==> config.mk <==
export PLATFORM = sky130hd
export DESIGN_NAME = i2c_slave_receiver
export DESIGN_NICKNAME = d
export VERILOG_FILES = /design/src/rtl/i2c_slave_pkg.sv /design/src/rtl/i2c_bus_sync.sv /design/src/rtl/i2c_slave_receiver.sv
export SDC_FILE = /design/constraint.sdc
export NUM_CORES = 1
export LEC_CHECK = 0
export BUFFER_PORTS_ARGS = -buffer_cell sky130_fd_sc_hd__clkbuf_2
export CORE_UTILIZATION = 51
export DETAILED_ROUTE_END_ITERATION = 6
export GPL_ROUTABILITY_DRIVEN = 0
export PLACE_DENSITY_LB_ADDON = 0.2
export SLEW_MARGIN = 20
export SYNTH_ARGS = -nofsm -noshare
export SYNTH_HDL_FRONTEND = slang
export SYNTH_HIERARCHICAL = 1
export SYNTH_SLANG_ARGS = --single-unit
export TNS_END_PERCENT = 100
==> constraint.sdc <==
create_clock -name clock -period 5.9 [get_ports clock]
set_input_delay 0.59 -clock clock [delete_from_list [all_inputs] [get_ports clock]]
set_output_delay 0.59 -clock clock [all_outputs]
set_load 0.03 [all_outputs]
==> src/rtl/i2c_slave_pkg.sv <==
// Shared types and constants for the I2C target receiver: FSM states, field
// widths and the address/direction match helper.
package i2c_slave_pkg;

  localparam int unsigned I2C_ADDR_W = 7;
  localparam int unsigned I2C_BYTE_W = 8;
  localparam int unsigned RW_BIT     = 0;
  localparam int unsigned CNT_W      = 11;

  typedef enum logic [2:0] {
    IDLE,
    ADDR,
    ADDR_ACK,
    DATA,
    DATA_ACK,
    STRETCH,
    IGNORE
  } state_t;

  // True when the address byte names this target and requests a write (R/W = 0)
  function automatic logic addr_write_match(input logic [I2C_BYTE_W-1:0] b,
                                            input logic [I2C_ADDR_W-1:0] a);
    return (b[I2C_BYTE_W-1 -: I2C_ADDR_W] == a) && (b[RW_BIT] == 1'b0);
  endfunction

endpackage

==> src/rtl/i2c_bus_sync.sv <==
// Synchronizes the SCL/SDA pads and derives single-cycle edge, START and STOP
// strobes from the synchronized levels.
module i2c_bus_sync #(
  parameter int unsigned SYNC_STAGES = 2
) (
  input  logic clock,
  input  logic reset,
  input  logic scl_in,
  input  logic sda_in,
  output logic sda,
  output logic scl_rise,
  output logic scl_fall,
  output logic start,
  output logic stop
);

  logic [SYNC_STAGES-1:0] scl_sr;
  logic [SYNC_STAGES-1:0] sda_sr;
  logic                   scl;
  logic                   scl_q;
  logic                   sda_q;

  // Reset to the idle bus level so leaving reset never fakes an edge
  always_ff @(posedge clock) begin
    if (reset) begin
      scl_sr <= '1;
      sda_sr <= '1;
      scl_q  <= 1'b1;
      sda_q  <= 1'b1;
    end else begin
      scl_sr <= {scl_sr[SYNC_STAGES-2:0], scl_in};
      sda_sr <= {sda_sr[SYNC_STAGES-2:0], sda_in};
      scl_q  <= scl;
      sda_q  <= sda;
    end
  end

  assign scl      = scl_sr[SYNC_STAGES-1];
  assign sda      = sda_sr[SYNC_STAGES-1];
  assign scl_rise = scl & ~scl_q;
  assign scl_fall = ~scl & scl_q;
  assign start    = scl & scl_q & sda_q & ~sda;
  assign stop     = scl & scl_q & ~sda_q & sda;

endmodule

==> src/rtl/i2c_slave_receiver.sv <==
// I2C target write-receiver: address match with ACK, data bytes ACKed and
// handed out over valid/ready, SCL stretched while a byte is unconsumed.
module i2c_slave_receiver
  import i2c_slave_pkg::*;
#(
  parameter logic [I2C_ADDR_W-1:0] ADDRESS         = 7'h50,
  parameter int unsigned           SYNC_STAGES     = 2,
  parameter logic [CNT_W-1:0]      STRETCH_TIMEOUT = 11'd2000
) (
  input  logic                  clock,
  input  logic                  reset,
  input  logic                  scl_in,
  input  logic                  sda_in,
  output logic                  scl_oe,
  output logic                  sda_oe,
  output logic [I2C_BYTE_W-1:0] rx_data,
  output logic                  rx_valid,
  input  logic                  rx_ready,
  output logic                  rx_first,
  output logic                  start_seen,
  output logic                  stop_seen,
  output logic                  stretch_timeout,
  output logic                  busy
);

  localparam int unsigned      BIT_W    = $clog2(I2C_BYTE_W + 1);
  localparam logic [BIT_W-1:0] LAST_BIT = BIT_W'(I2C_BYTE_W);

  state_t                state;
  logic [BIT_W-1:0]      bitcnt;
  logic [I2C_BYTE_W-1:0] shift;
  logic [CNT_W-1:0]      stretch_cnt;
  logic                  first_pending;
  logic                  sda;
  logic                  scl_rise;
  logic                  scl_fall;
  logic                  start;
  logic                  stop;

  i2c_bus_sync #(.SYNC_STAGES(SYNC_STAGES)) u_sync (
    .clock    (clock),
    .reset    (reset),
    .scl_in   (scl_in),
    .sda_in   (sda_in),
    .sda      (sda),
    .scl_rise (scl_rise),
    .scl_fall (scl_fall),
    .start    (start),
    .stop     (stop)
  );

  always_ff @(posedge clock) begin
    if (reset) begin
      state           <= IDLE;
      bitcnt          <= '0;
      shift           <= '0;
      stretch_cnt     <= '0;
      first_pending   <= 1'b0;
      scl_oe          <= 1'b0;
      sda_oe          <= 1'b0;
      rx_data         <= '0;
      rx_valid        <= 1'b0;
      rx_first        <= 1'b0;
      start_seen      <= 1'b0;
      stop_seen       <= 1'b0;
      stretch_timeout <= 1'b0;
      busy            <= 1'b0;
    end else begin
      start_seen      <= 1'b0;
      stop_seen       <= 1'b0;
      stretch_timeout <= 1'b0;
      if (rx_valid && rx_ready) rx_valid <= 1'b0;

      // Bus conditions pre-empt any bit edge seen in the same cycle
      if (start) begin
        state      <= ADDR;
        bitcnt     <= '0;
        start_seen <= 1'b1;
        sda_oe     <= 1'b0;
        scl_oe     <= 1'b0;
      end else if (stop) begin
        state     <= IDLE;
        bitcnt    <= '0;
        stop_seen <= 1'b1;
        busy      <= 1'b0;
        sda_oe    <= 1'b0;
        scl_oe    <= 1'b0;
      end else begin
        case (state)
          ADDR, DATA: begin
            if (scl_rise && bitcnt != LAST_BIT) begin
              shift  <= {shift[I2C_BYTE_W-2:0], sda};
              bitcnt <= bitcnt + 1'b1;
            end else if (scl_fall && bitcnt == LAST_BIT) begin
              if (state == DATA) begin
                rx_data       <= shift;
                rx_valid      <= 1'b1;
                rx_first      <= first_pending;
                first_pending <= 1'b0;
                sda_oe        <= 1'b1;
                state         <= DATA_ACK;
              end else if (addr_write_match(shift, ADDRESS)) begin
                sda_oe <= 1'b1;
                busy   <= 1'b1;
                state  <= ADDR_ACK;
              end else begin
                busy  <= 1'b0;
                state <= IGNORE;
              end
            end
          end
          ADDR_ACK: begin
            if (scl_fall) begin
              sda_oe        <= 1'b0;
              bitcnt        <= '0;
              first_pending <= 1'b1;
              state         <= DATA;
            end
          end
          DATA_ACK: begin
            if (scl_fall) begin
              sda_oe <= 1'b0;
              bitcnt <= '0;
              if (rx_valid && !rx_ready) begin
                scl_oe      <= 1'b1;
                stretch_cnt <= '0;
                state       <= STRETCH;
              end else begin
                state <= DATA;
              end
            end
          end
          STRETCH: begin
            if (!rx_valid || rx_ready) begin
              scl_oe <= 1'b0;
              state  <= DATA;
            end else if (stretch_cnt >= STRETCH_TIMEOUT) begin
              rx_valid        <= 1'b0;
              stretch_timeout <= 1'b1;
              scl_oe          <= 1'b0;
              state           <= DATA;
            end else if (stretch_cnt != '1) begin
              stretch_cnt <= stretch_cnt + 1'b1;
            end
          end
          default: ;
        endcase
      end
    end
  end

endmodule

==> results_dict.tcl, run 1 <==
set metrics [dict create \
    status "complete, no violations" \
    ys.flop_type "dfxtp_1" \
    area_delta_synth_final_pct 9.54 \
    first_global_vias 1499 \
    drive_gt1_share_pct 12.1 \
    ant_nets 0 \
    clkPwrFrac_pct 37.8 \
    cts.sinks 49 \
    grt.busiest_layer "met2" \
    tns_ps 0 \
    max_freq_mhz 454 \
    setup_violations 0 \
    track_usage_pct 19.9 \
    die_w_um 67.7 \
    synthesis.area_um2 2200 \
    port_buffers 20 \
    finalCritPeriodShare_pct 37.3 \
    cts_hold_buf 0 \
    drcViolationCount 0 \
    vias 1718 \
    nets 272 \
    grt.met1_usage_pct 24.4 \
    cts_buffers 5 \
    maxCapViolations 0 \
    start_util_pct 53.9 \
    worst_ep_required_time_ps 6080 \
    path_max_fanout 9 \
    die_h_um 67.7 \
    power_mw 0.561 \
    p_sw_share_pct 22.6 \
    r2r_cells 6 \
    wl_mm 4.08 \
    grt-ovfl-total 0 \
    avgSynthCellArea_um2 8.92 \
    post-dp-hpwl_mm 2.87 \
    ys_seq_area_share_pct 44.5 \
    gr-usage-met2_pct 32.1 \
    io_pins 21 \
    cellPowerDensity_nw_per_um2 232 \
    drt-wirelength-per-cell_um 13.0 \
    grt_setup_unrepaired "false" \
    antenna_found_initial 0 \
    grt_max_degree 32 \
    fillCellCount 363 \
    synth-edff-count 0 \
    min_path_type "flip-flop to flip-flop" \
    synth_nets 256 \
    hold_path_depth 1 \
    p_int_mw 0.434 \
    num_rows 23 \
    power.leakage_nw 0.999 \
    post_cts_buffers 0 \
    slew_headroom_pct 53.9 \
    fin_worst_skew_ps 3.72 \
    hold_viol 0 \
    cts.clk_slew.worst_paths_ps 90 \
    core_um2 4090 \
    htree_levels 2 \
    grt_pass1_wl_mm 6.72 \
    cts_buffer_depth 2 \
    ys_warn_count 6 \
    ctsResizeCount 0 \
    clk_latency_ps 300 \
    die_area_um2 4590 \
    ir_drop_v 0.000157 \
    antenna_cells 0 \
    power_switching_mw 0.127 \
    start_kind "flip-flop" \
    min_period_ps 2200 \
    cts_tree "built" \
    async_flop_share_pct 0 \
    worst_hold_slack_ps 411 \
    cts_root_buffer "clkbuf_8" \
    p_comb_share_pct 2.7 \
    met3_usage_pct 5.57 \
    ys_types 46 \
    synth_seq_cells 49 \
    final_cell_mix "dfxtp_1 (49), nor2_1 (42), clkbuf_2 (20), mux2i_1 (17), a21oi_1 (14)" \
    drtIter0Drc 88 \
    layout_commonest_cell "dfxtp_1" \
    end_kind "flip-flop" \
    synthCells 247 \
    worstMarginPinSlew_ps 687 \
    drt-pass1-iter-count 4 \
    drv_slew 0 \
    crit_type "flip-flop to flip-flop" \
    seqPwrFrac_pct 59.6 \
    viasPerCell 5.47 \
    cp.arrival_ps 2380 \
]
## cells by family after synthesis
kind of cell	count (synthesis)	synth area share, %
AND/OR/NAND/NOR	99	24.1
flip-flops	49	44.5
AO/OA/AOI/OAI	48	13.6
buffers and inverters	21	4.09
multiplexers	18	8.23
XOR/XNOR	8	3.18
adder cells (fa/ha/maj)	4	2.27
## Yosys cell counts, types with 2 or more instances
master / number / area (um2)
dfxtp_1: 49 / 981
nor2_1: 42 / 158
mux2i_1: 17 / 170
a21oi_1: 14 / 70.1
o21ai_0: 11 / 55.1
inv_1: 10 / 37.5
nand2_1: 9 / 33.8
clkbuf_1: 7 / 26.3
nand3_1: 7 / 35.0
or2_1: 7 / 43.8
xnor2_1: 6 / 52.6
a31oi_1: 4 / 25.0
and3_1: 4 / 25.0
ha_1: 4 / 50.1
nand4_1: 4 / 25.0
nor2b_1: 4 / 25.0
or3_1: 4 / 25.0
a2111oi_1: 3 / 30.0
and3b_1: 3 / 26.3
buf_2: 3 / 15.0
o21ai_1: 3 / 15.0
a211oi_1: 2 / 15.0
a22oi_1: 2 / 15.0
and4b_1: 2 / 20.0
nor3_1: 2 / 10.0
nor4b_1: 2 / 17.5
o211ai_1: 2 / 15.0
xor2_1: 2 / 17.5
## worst paths after layout
path / from / slack (ps) / to
worst min register to register: u_sync/scl_sr[0]$_SDFF_PP1_ / 410 / u_sync/scl_sr[1]$_SDFF_PP1_
worst max-delay path: u_sync/scl_q$_SDFF_PP1_ / 3700 / rx_data[5]$_SDFFE_PP0P_
worst max register to register: u_sync/scl_q$_SDFF_PP1_ / 3700 / rx_data[5]$_SDFFE_PP0P_
worst min-delay path: u_sync/scl_sr[0]$_SDFF_PP1_ / 410 / u_sync/scl_sr[1]$_SDFF_PP1_
## registers in the layout (all words and copies together), names as in the netlist
signal,cells
stretch_cnt,11
rx_data,8
shift,8
bitcnt,4
state,3
u_sync/scl_sr,2
u_sync/sda_sr,2
busy,1
first_pending,1
rx_first,1
rx_valid,1
scl_oe,1
sda_oe,1
start_seen,1
stop_seen,1
stretch_timeout,1
u_sync/scl_q,1
u_sync/sda_q,1
## power by group through the flow
stage	clock network [mW]	registers [mW]	logic (mW)
floorplan	0	0.342	0.0104
global placement	0	0.342	0.0149
detailed placement	0	0.342	0.0150
CTS	0.219	0.334	0.0150
global route	0.233	0.335	0.0166
finish	0.212	0.334	0.0149
## layout make-up
cell class	count	area (um2)	area share, %
flip-flops and latches	49	981	40.6
inverters	10	37.5	1.56
clock buffers	6	82.6	3.42
well taps	50	62.6	2.59
repair buffers	20	100	4.15
multi-input cells	177	1130	46.9
clock inverters	2	17.5	0.726
## through the flow
stage / instances / setup slack [ps] / cell area, um2 / util (%)
final: 314 / 3700 / 2410 / 59.1
after global routing: 314 / 3500 / 2410 / 59.1
after CTS: 314 / 3710 / 2410 / 59.1
after detailed placement: 306 / 3620 / 2310 / 56.6
after global placement: 306 / 3660 / 2310 / 56.6
after floorplan: 247 / 3910 / 2200 / -
## metal layers
metal | share of wire, % | vias to the layer above
met2 | 46 | 30
met3 | 3.6 | 6
met5 | 0 | -
li1 | - | 900
met1 | 49 | 782
met4 | 1.5 | 0
## worst max-delay path: stages, from the launching register on
cell and delay [ps]:
dfxtp_1 370, nor2b_1 440, nor2b_1 350, nand4_1 180
or2_1 460, mux2i_1 220, nor2_1 60
(Power assumes the default switching activity.)
==> inputs of run 2 (changes only) <==
--- a/config.mk
+++ b/config.mk
@@ -5,6 +5,7 @@
 export SDC_FILE = /design/constraint.sdc
 export NUM_CORES = 1
 export LEC_CHECK = 0
+export ABC_AREA = 1
 export BUFFER_PORTS_ARGS = -buffer_cell sky130_fd_sc_hd__clkbuf_2
 export CORE_UTILIZATION = 51
 export DETAILED_ROUTE_END_ITERATION = 6
==> constraint.sdc (replaced) <==
create_clock -name clock -period 2.18 [get_ports clock]
set_input_delay 0.218 -clock clock [delete_from_list [all_inputs] [get_ports clock]]
set_output_delay 0.218 -clock clock [all_outputs]
set_load 0.03 [all_outputs]
==> results_dict.tcl, run 2 <==
set metrics [dict create \
    status "complete, no violations" \
    m1WireLength_mm 2.28 \
    cts_hold_buf 0 \
    seqPwrFrac_pct 43.6 \
    worst_ep_required_time_ps 2400 \
    antenna_found_initial 0 \
    grt_setup_unrepaired "false" \
    post_cts_buffers 0 \
    clkPwrFrac_pct 24.3 \
    synth-edff-count 0 \
    p_comb_share_pct 32.1 \
    ant_nets 0 \
    yosys.area_share.simple_pct 35.9 \
    area_delta_synth_final_pct 9.60 \
    yosys-top-cells-area "dfxtp_1 (41%), nand2_1 (13%), nor2_1 (11%)" \
    min_path_type "primary input to flip-flop" \
    cts_root_buffer "clkbuf_8" \
    slowest_stage "dfxtp_1" \
    synthCells 352 \
    die_h_um 70.4 \
    ys.flop_type "dfxtp_1" \
    synth_mux_area_share_pct 0 \
    setup_violations 0 \
    grt_max_degree 22 \
    cts_buffer_depth 2 \
    nets 381 \
    die_area_um2 4950 \
    fillCellCount 417 \
    cpPeakStageDelay_ps 440 \
    drcViolationCount 0 \
    core_um2 4410 \
    grt_pass1_wl_mm 8.26 \
    min_period_ps 1850 \
    top_layer "met4" \
    ctsResizeCount 0 \
    crit_type "flip-flop to flip-flop" \
    synth_nets 361 \
    drtIter0Drc 146 \
    startpoint "state[1]$_SDFFE_PP0P_" \
    start_util_pct 54.0 \
    stdcell_count 425 \
    synth_compound_area_share_pct 10.5 \
    avgSynthCellArea_um2 6.77 \
    yosys.area_share.adder_pct 2.10 \
    ys_types 25 \
    path_max_fanout 12 \
    cts.clk_slew.worst_paths_ps 90 \
    tns_ps 0 \
    p_int_mw 1.48 \
    drt-wirelength-per-cell_um 11.1 \
    io_pins 21 \
    synth_common_cells "nand2_1 (81), nor2_1 (72), dfxtp_1 (49), inv_1 (30), a21oi_1 (26)" \
    synthesis.area_um2 2380 \
    fin_worst_skew_ps 9.56 \
    drv_slew 0 \
    maxCapViolations 0 \
    largest-register "stretch_cnt" \
    ys_seq_area_share_pct 41.1 \
    worstMarginPinSlew_ps 577 \
    htree_levels 2 \
    max_freq_mhz 542 \
    synth_seq_cells 49 \
    die_w_um 70.4 \
    drt-pass1-iter-count 5 \
    num_rows 24 \
    antenna_cells 0 \
    vias 2161 \
    slew_headroom_pct 61.5 \
    synth_xor_area_share_pct 2.94 \
    synth_top_family_by_area "simple AND/OR/NAND/NOR gates" \
    cp_cell_sequence "inv_2 > nand3_1 > inv_1 > nand2_1 > nand3_2 > inv_2 > nand2_1 > a21oi_1" \
    hold_viol 0 \
    wl_mm 4.74 \
    top_regs "stretch_cnt: 11 flops, rx_data: 8 flops, shift: 8 flops" \
    ys_warn_count 6 \
    viasPerCell 5.08 \
    ir_drop_v 0.000790 \
    drive_gt1_share_pct 13.1 \
    timing.rr.start "state[1]$_SDFFE_PP0P_" \
    finalCritPeriodShare_pct 84.7 \
    cts.sinks 49 \
    yosysMostFrequentCell "nand2_1" \
    largest_reg_flops 11 \
    final_cell_mix "nand2_1 (81), nor2_1 (72), dfxtp_1 (49), inv_1 (30), a21oi_1 (26)" \
    placed_cells 417 \
    power_switching_mw 0.854 \
    cts_buffers 5 \
    wl_met3_um 216 \
    start_kind "flip-flop" \
    first_global_vias 1924 \
    grt-ovfl-total 0 \
    track_usage_pct 20.6 \
    post-dp-hpwl_mm 3.51 \
    hp-start "scl_in" \
    clk_latency_ps 300 \
    cp.arrival_ps 2060 \
    power.leakage_nw 1.10 \
    yosys.area.top_type "dfxtp_1" \
    wl_met2_mm 2.20 \
    synthDominantCellAreaShare_pct 41.1 \
    p_sw_share_pct 36.5 \
    layout_commonest_cell "nand2_1" \
    end_kind "flip-flop" \
    async_flop_share_pct 0 \
    cellPowerDensity_nw_per_um2 894 \
    port_buffers 20 \
    cts_tree "built" \
]
-- run 2: cell types whose count changed after synthesis, moves of 6 or more --
cell,delta
nand3_1,+13
inv_2,+6
mux2i_1,-17
nand2_1,+72
a21oi_1,+12
o21ai_0,+6
inv_1,+20
nor2_1,+30
nand2_2,+6
-- run 2: cell type report --
cell class	instances	area, um2	area share [%]
inverter	37	140	5.36
clock buffer	7	96.3	3.69
tap	52	65.1	2.49
sequential	49	981	37.5
multi-input combinational	259	1230	46.9
clock inverter	1	5.00	0.191
timing repair buffer	20	100	3.83
-- run 2: metrics by stage --
stage                     setup slack (ps)  power (mW)  hold WS (ps)  utilization [%]  area (um2)
after floorplan                        678        1.65           315                -        2380
after global placement                 409        1.78           384             56.9        2510
after detailed placement               369        1.79           391             56.9        2510
after CTS                              337        2.36          87.5             59.2        2610
after global routing                   181        2.50          90.0             59.2        2610
final                                  334        2.34           101             59.2        2610
-- run 2: worst max-delay path, delay by kind of cell (launching register included) --
family,cells,cell delay (ps)
and+or+nand+nor,4,760
DFF,1,440
buffers and inverters,3,410
AOI/OAI and AO/OA,1,140
-- run 2: kinds of logic (layout without fill, tap and decap cells) --
family / Yosys count / after routing
simple gates: 198 / 198
compound gates: 49 / 49
flops: 49 / 49
buf+inv: 44 / 65
xor+xnor: 8 / 8
fa+ha+maj: 4 / 4
-- run 2: path summary, 6_finish.rpt --
path,slack [ps],depth (start not counted),end
max,330,8,stretch_cnt[8]$_SDFFE_PP0P_
max reg2reg,330,8,stretch_cnt[8]$_SDFFE_PP0P_
min reg2reg,410,1,u_sync/sda_sr[1]$_SDFF_PP1_
min,100,2,u_sync/scl_sr[0]$_SDFF_PP1_
-- run 2: routing by layer --
metal | track usage (%) | vias up
met4 | 7.11 | 0
li1 | - | 1155
met1 | 27.0 | 941
met2 | 33.3 | 61
met3 | 4.62 | 4
met5 | 0 | -
-- run 2: power groups by stage --
stage          clock network (mW)  registers [mW]  logic, mW
2_1_floorplan                   0            1.06      0.589
3_3_place_gp                    0            1.04      0.744
3_5_place_dp                    0            1.04      0.746
4_1_cts                     0.586            1.02      0.751
5_1_grt                     0.621            1.03      0.851
6_report                    0.568            1.02      0.749
